$ cat src/rtl/priority_decoder_seq.sv
// Queues 3-bit codes in a 4-entry FIFO and plays each one out as a one-hot y for HOLD
// cycles, followed by a one-cycle gap. Define DEC_ACT_LOW_EN to make y active-low.
module priority_decoder_seq #(
  parameter int HOLD  = 4,
  parameter int DEPTH = 4
) (
  input  logic       clk,
  input  logic       rst,
  input  logic [2:0] xin,
  input  logic       v,
  output logic       rdy,
  output logic [7:0] y,
  output logic       busy,
  output logic       done,
  output logic [2:0] cnt
);

`ifdef DEC_ACT_LOW_EN
  localparam logic [7:0] Y_IDLE = 8'hFF;
`else
  localparam logic [7:0] Y_IDLE = 8'h00;
`endif
  localparam logic [3:0] HOLD_M1 = 4'(HOLD - 1);
  localparam logic [2:0] FULL    = 3'(DEPTH);

  typedef enum logic [1:0] {IDLE, DRIVE, GAP} state_t;

  state_t     state_q;
  logic [2:0] mem_q [4];
  logic [1:0] wptr_q, wptr_d;
  logic [1:0] rptr_q, rptr_d;
  logic [2:0] cnt_q, cnt_d;
  logic [3:0] hold_q;
  logic [7:0] y_q;
  logic       done_q;
  logic       busy_q;
  logic [2:0] code_q;
  logic [2:0] head;
  logic       push, pop;

  function automatic logic [7:0] drive_pattern(input logic [2:0] c);
    logic [7:0] onehot;
    onehot = 8'd1 << c;
    return Y_IDLE ^ onehot;
  endfunction

  assign rdy  = (cnt_q != FULL);
  assign push = v && rdy;
  assign pop  = ((state_q == IDLE) || (state_q == GAP)) && (cnt_q != 3'd0);
  assign head = mem_q[rptr_q];

  always_comb begin
    wptr_d = wptr_q;
    rptr_d = rptr_q;
    cnt_d  = cnt_q;
    if (push) wptr_d = wptr_q + 2'd1;
    if (pop)  rptr_d = rptr_q + 2'd1;
    if (push && !pop)      cnt_d = cnt_q + 3'd1;
    else if (pop && !push) cnt_d = cnt_q - 3'd1;
  end

  // Storage carries no reset; occupancy and pointers alone decide what is valid.
  always_ff @(posedge clk) begin
    if (push) mem_q[wptr_q] <= xin;
    if (pop)  code_q <= head;
  end

  always_ff @(posedge clk or posedge rst) begin
    if (rst) begin
      wptr_q <= 2'd0;
      rptr_q <= 2'd0;
      cnt_q  <= 3'd0;
    end else begin
      wptr_q <= wptr_d;
      rptr_q <= rptr_d;
      cnt_q  <= cnt_d;
    end
  end

  always_ff @(posedge clk or posedge rst) begin
    if (rst) begin
      state_q <= IDLE;
      y_q     <= Y_IDLE;
      done_q  <= 1'b0;
      busy_q  <= 1'b0;
      hold_q  <= 4'd0;
    end else begin
      case (state_q)
        IDLE, GAP: begin
          if (pop) begin
            state_q <= DRIVE;
            y_q     <= drive_pattern(head);
            hold_q  <= HOLD_M1;
            done_q  <= (HOLD == 1);
            busy_q  <= 1'b1;
          end else begin
            state_q <= IDLE;
            y_q     <= Y_IDLE;
            done_q  <= 1'b0;
            busy_q  <= 1'b0;
          end
        end
        DRIVE: begin
          // hold_q counts the DRIVE cycles still to come; done is raised one edge early
          // so that it lines up with the final cycle as a registered pulse.
          if (hold_q == 4'd0) begin
            state_q <= GAP;
            y_q     <= Y_IDLE;
            done_q  <= 1'b0;
          end else begin
            hold_q  <= hold_q - 4'd1;
            done_q  <= (hold_q == 4'd1);
          end
        end
        default: begin
          state_q <= IDLE;
          y_q     <= Y_IDLE;
          done_q  <= 1'b0;
          busy_q  <= 1'b0;
        end
      endcase
    end
  end

  assign y    = y_q;
  assign done = done_q;
  assign busy = busy_q;
  assign cnt  = cnt_q;

endmodule

$ cat config.mk
export PLATFORM = sky130hd
export DESIGN_NAME = priority_decoder_seq
export DESIGN_NICKNAME = d
export VERILOG_FILES = /design/src/rtl/priority_decoder_seq.sv
export SDC_FILE = /design/constraint.sdc
export NUM_CORES = 1
export LEC_CHECK = 0
export CORE_ASPECT_RATIO = 1.5
export CORE_MARGIN = 2
export CORE_UTILIZATION = 40
export CTS_CLUSTER_DIAMETER = 30
export CTS_CLUSTER_SIZE = 25
export DETAILED_ROUTE_END_ITERATION = 10
export HOLD_SLACK_MARGIN = 0.06
export PLACE_DENSITY = 0.7
export SLEW_MARGIN = 20
export SYNTH_ARGS = -nofsm -noshare
export SYNTH_HDL_FRONTEND = slang
export SYNTH_SLANG_ARGS = --single-unit
$ cat constraint.sdc
create_clock -name clk -period 2.6 [get_ports clk]
set_clock_uncertainty 0.05 [all_clocks]
set_input_delay 0.52 -clock clk [delete_from_list [all_inputs] [get_ports clk]]
set_output_delay 0.52 -clock clk [all_outputs]
set_load 0.01 [all_outputs]
Word-level counts from Yosys, hierarchy flattened
Memories as Yosys holds them, arrays and structs flattened.
Index checks and enable logic that the tools add are counted.

operators by class
  $add $sub $neg = 5
  equality and inequality tests = 7
  shift operators = 1
  mux-type cells = 17
  reductions and logical operators = 14

operators with widths
  cell                                              number
  2-to-1 mux 8 bit                                  2
  one-hot mux 8 bit (2 select lines)                1
  2-to-1 mux 4 bit                                  2
  one-hot mux 4 bit (2 select lines)                1
  << shifter 1 x 3 -> 8 bit, first input constant   1
  2-to-1 mux 1 bit                                  6
  2-to-1 mux 3 bit                                  2
  != test 2 bit, second input constant              3
  adder 2 x 1 -> 2 bit, second input constant       2
  == test 4 x 1 -> 1 bit, second input constant     1
  logical AND 1 bit                                 4
  zero test 4 bit                                   1
  one-hot mux 2 bit (2 select lines)                1
  nonzero test 2 bit                                2
  subtractor 4 x 1 -> 4 bit, second input constant  1
  adder 3 x 1 -> 3 bit, second input constant       1
  != test 3 bit, second input constant              1
  AND reduction 3 bit                               1
  nonzero test 3 bit                                1
  subtractor 3 x 1 -> 3 bit, second input constant  1
  == test 2 x 1 -> 1 bit, second input constant     1
  == test 2 bit, second input constant              1
  zero test 1 bit                                   2
  zero test 2 bit                                   1
  4 further kinds                                   4

word-level totals
  bits in registers = 23
  memory bits (writable) = 12
  bits of input ports = 6
  output and inout bits = 14
  word-level logic and storage cells = 53
  memories kept = 1

memory list
  memory  depth  bits a word  rd ports  clocked after Yosys merged registers in  wr ports  RTL line  RTL
  mem_q   4      3            1         0                                        1         29        logic [2:0] mem_q [4];

Depth between registers and ports, before layout
  depth in word-level cells = 6
  gate-level depth with buffers = 9
  gate-level depth less buffers = 9

Worst setup path before layout
OpenSTA, ideal clock, no wires.

  path kind = flip-flop to flip-flop
  start point = register cnt_q[0], in the netlist cnt[0]
  end point = register cnt_q[2], in the netlist cnt[2]
  data arrival time = 2.064 ns
  path slack = 0.407 ns
  stages on the path, launching flop included = 10
  buffers on the path = 0
  period minus slack after synthesis = 2.193 ns
  cell sequence = dfrtp_1 > nor3_1 > nor2_1 > inv_1 > ha_1 > inv_1 > fa_1 > xor2_1 > nor2_1 > xor2_1

on the way
  cells in the longest elaborated chain, start to end = 5

RTL lines
  element                                                            RTL line  RTL
  start: declaration                                                 32        logic [2:0] cnt_q, cnt_d;
  start signal: assignment                                           76        cnt_q <= cnt_d;
  branches (longest 5 deep; another with subtractor 3 x 1 -> 3 bit)  --

Several ways; the timed one is not identified. The select of a mux whose other input is x is not followed.
A chain may end at the register's enable or synchronous reset.

Final worst setup path
  start point = register cnt_q[0], in the netlist cnt[0]
  end point = register cnt_q[1], in the netlist cnt[1]

on the way
  cells in the longest elaborated chain, start to end = 5

RTL lines
  element                                                            RTL line  RTL
  branches (longest 4 deep; another with subtractor 3 x 1 -> 3 bit)  --
  2-to-1 mux 3 bit *                                                 58        if (push && !pop) cnt_d = cnt_q + 3'd1;
  net cnt_d[1]                                                       32

Mark *: on every way through the listed nets, which the timed path passes. The select of a mux whose other input is x is not followed.

==> metrics <==
vias in the first global route=1,046; Slew HR=0.6072; share of the synthesized area in the top cell type=0.3657; Main synth FF type=dfrtp_1; Post-DRT Antenna Nets=0; Worst setup SP type=flip-flop; Crit. Startpoint=cnt[0]; most common cell in the netlist=dfrtp_1; DIE AREA=4463 sq um; Layout Nets=159; Initial Util=0.4236; DP Worst Slack=0.2249 ns; CTS clock-pin slew for the worst setup and hold paths=0.06 ns; path type of the worst setup path=reg -> reg; via count=995; Tmin final=2.220 ns; delay-heaviest family, CP=adder cells; count of final setup violators=0; grt total ovfl=0; antenna cells=0; Highest Clock Rate=0.4506 GHz; # clock sinks=35; Peak VDD IR=735.9 uV; syn_nets=132; hold wc startpoint=busy; CTS buffer count=5; hold_ws=0.4407 ns; CTS tree=built; LEAKAGE=0.8291 nW; ranking of synthesized cells by area=dfrtp_1 (37%), edfxtp_1 (23%), ha_1 (6.4%); largest stage delay on the critical path=0.49 ns; Req. time, crit path=2.72 ns; maximum fanout along the worst path=6; design area=1937 sq um; Cells after Synth=117; first-pass GRT wire length=4781 um; drt drc=0; Post-Route WL=2629 um; RSZ-0062 raised after global routing=no; largest net degree at the start of global routing=24; Async SR Flop Fraction=0.6571; initial antenna violation count=0; router iterations before antenna repair=4; GP Congestion=0.7923; 1st-iter DRT viols=19; mapped cell area=1574 sq um; Core Box Area=3716 sq um; Slew Limit Fails=0; layout cells sized above 1=0.1448; Global Route Usage Sum=0.1403; power density cells=1186 nW/um^2; status=completed; TNS Setup=0 ns; multi-input logic area=580.6 sq um; clk buf depth=2; HPWL Detailed=1998 um; Syn Area/Cell=13.45 sq um; DR WL/cell=13.98 um; final cycle utilization of the critical path=0.8537; post-synth cell types=36; max_cap viols=0; WP data arrival=2.34 ns; Crit path top cell by count=inv_1; Yosys reg bits=35; Layout area overhead=23.05%; Hold Buf Count CTS=0; routed vias/inst=5.293; die width=55.22 um; end-of-flow core utilization=0.5212; # Post-CTS Setup Buffers=0; Post-synth EDFFs=12; Clk Latency, worst-skew pair=0.29 ns; Worst Max-Slew Pin Slew=0.5879 ns; post-synth top area cell=dfrtp_1; Worst Setup Slack, final=0.3805 ns; Port Buffer Count=19; clk root buf=clkbuf_8; Reg area=935.9 sq um; post-synthesis sequential area ratio=0.5946; Yosys warnings=0; slowest CP cell=dfrtp_1; Rows=27; Commonest cells post-synth=dfrtp_1 (23), edfxtp_1 (12), inv_1 (11); Bufs and invs on worst path=2; post-CTS sizing=0; CP Capture Type=flip-flop; critical path cell sequence=nor3_1 -> nor2_1 -> inv_1 -> ha_1 -> inv_1 -> fa_1 -> mux2_2; Hold Path Class=reg -> reg; fillers=347; IO Count=20; htree depth=2; placed cell areas=1824 sq um; Final Hold Viols=0; reg2reg start=cnt[0]; DIE HEIGHT=80.83 um
## area by class of cell
cell class / instances / area share
clock inverters: 3 / 0.02261
flip-flops and latches: 35 / 0.4832
well taps: 43 / 0.02778
multi-input cells: 69 / 0.2997
repair buffers: 22 / 0.1098
inverters: 11 / 0.02132
clock buffers: 5 / 0.03553
## cell usage in the layout (no fill, tap or decap), drive strengths merged, types with 2 or more instances in the layout
master / count
clkinv: 2
xnor2: 3
inv: 11
nor2: 8
nor3: 2
mux2: 2
or3: 2
o2bb2ai: 3
and2: 4
mux4: 3
nand2b: 3
clkbuf: 5
or4: 3
buf: 3
a21oi: 2
nand2: 2
ha: 8
clkdlybuf4s50: 19
xor2: 3
a32o: 4
nand3: 3
dfrtp: 23
o21ai: 3
edfxtp: 12
## stage by stage
stage               total power [mW]  std cells
finish                         2.297        188
global route                   2.493        188
CTS                            2.326        188
detailed placement             1.839        180
global placement               1.770        180
floorplan                      1.540        117
## report_power, final
part	leakage [nW]	total [mW]	switching, mW	internal [mW]
registers	0.399	0.911	0.162	0.750
logic	0.372	0.903	0.450	0.454
clock network	0.0581	0.482	0.197	0.285
total	0.829	2.30	0.808	1.49
## final timing paths
check | depth (start not counted) | slack, ns | end
max | 7 | 0.38 | cnt[1]
min | 1 | 0.44 | busy
max reg2reg | 7 | 0.38 | cnt[1]
min reg2reg | 1 | 0.44 | busy
max in group asynchronous | 3 | 1.75 | rptr_q[0]
min in group asynchronous | 3 | 0.51 | state_q[1]
## state kept, by name, indices dropped and copies added, names as in the netlist
register,cells
done,1
wptr_q,2
y,8
hold_q,4
mem_q,12
cnt,3
rptr_q,2
state_q,2
busy,1
## layer usage
metal  part of all wire  global-route usage
met1               0.39              0.1500
met2               0.54              0.2512
met3              0.051             0.04459
met4              0.014             0.06585
met5                  0                   0
## worst register-to-register path, stage by stage, from the launching register on
cell,delay (ns)
dfrtp_1,0.49
nor3_1,0.11
nor2_1,0.38
inv_1,0.11
ha_1,0.23
inv_1,0.08
fa_1,0.40
mux2_2,0.27
## cells by family (layout without fill, tap and decap cells)
kind of cell,after synthesis,count (layout),share of synthesized area
adders and majority gates,9,9,0.07631
AOI/OAI and AO/OA,18,18,0.08904
xor gates and xnor gates,6,6,0.03339
DFF,35,35,0.5946
and+or+nand+nor,31,31,0.1129
buffers and inverters,13,41,0.03656
muxes,5,5,0.05723
(Power assumes the default switching activity.)
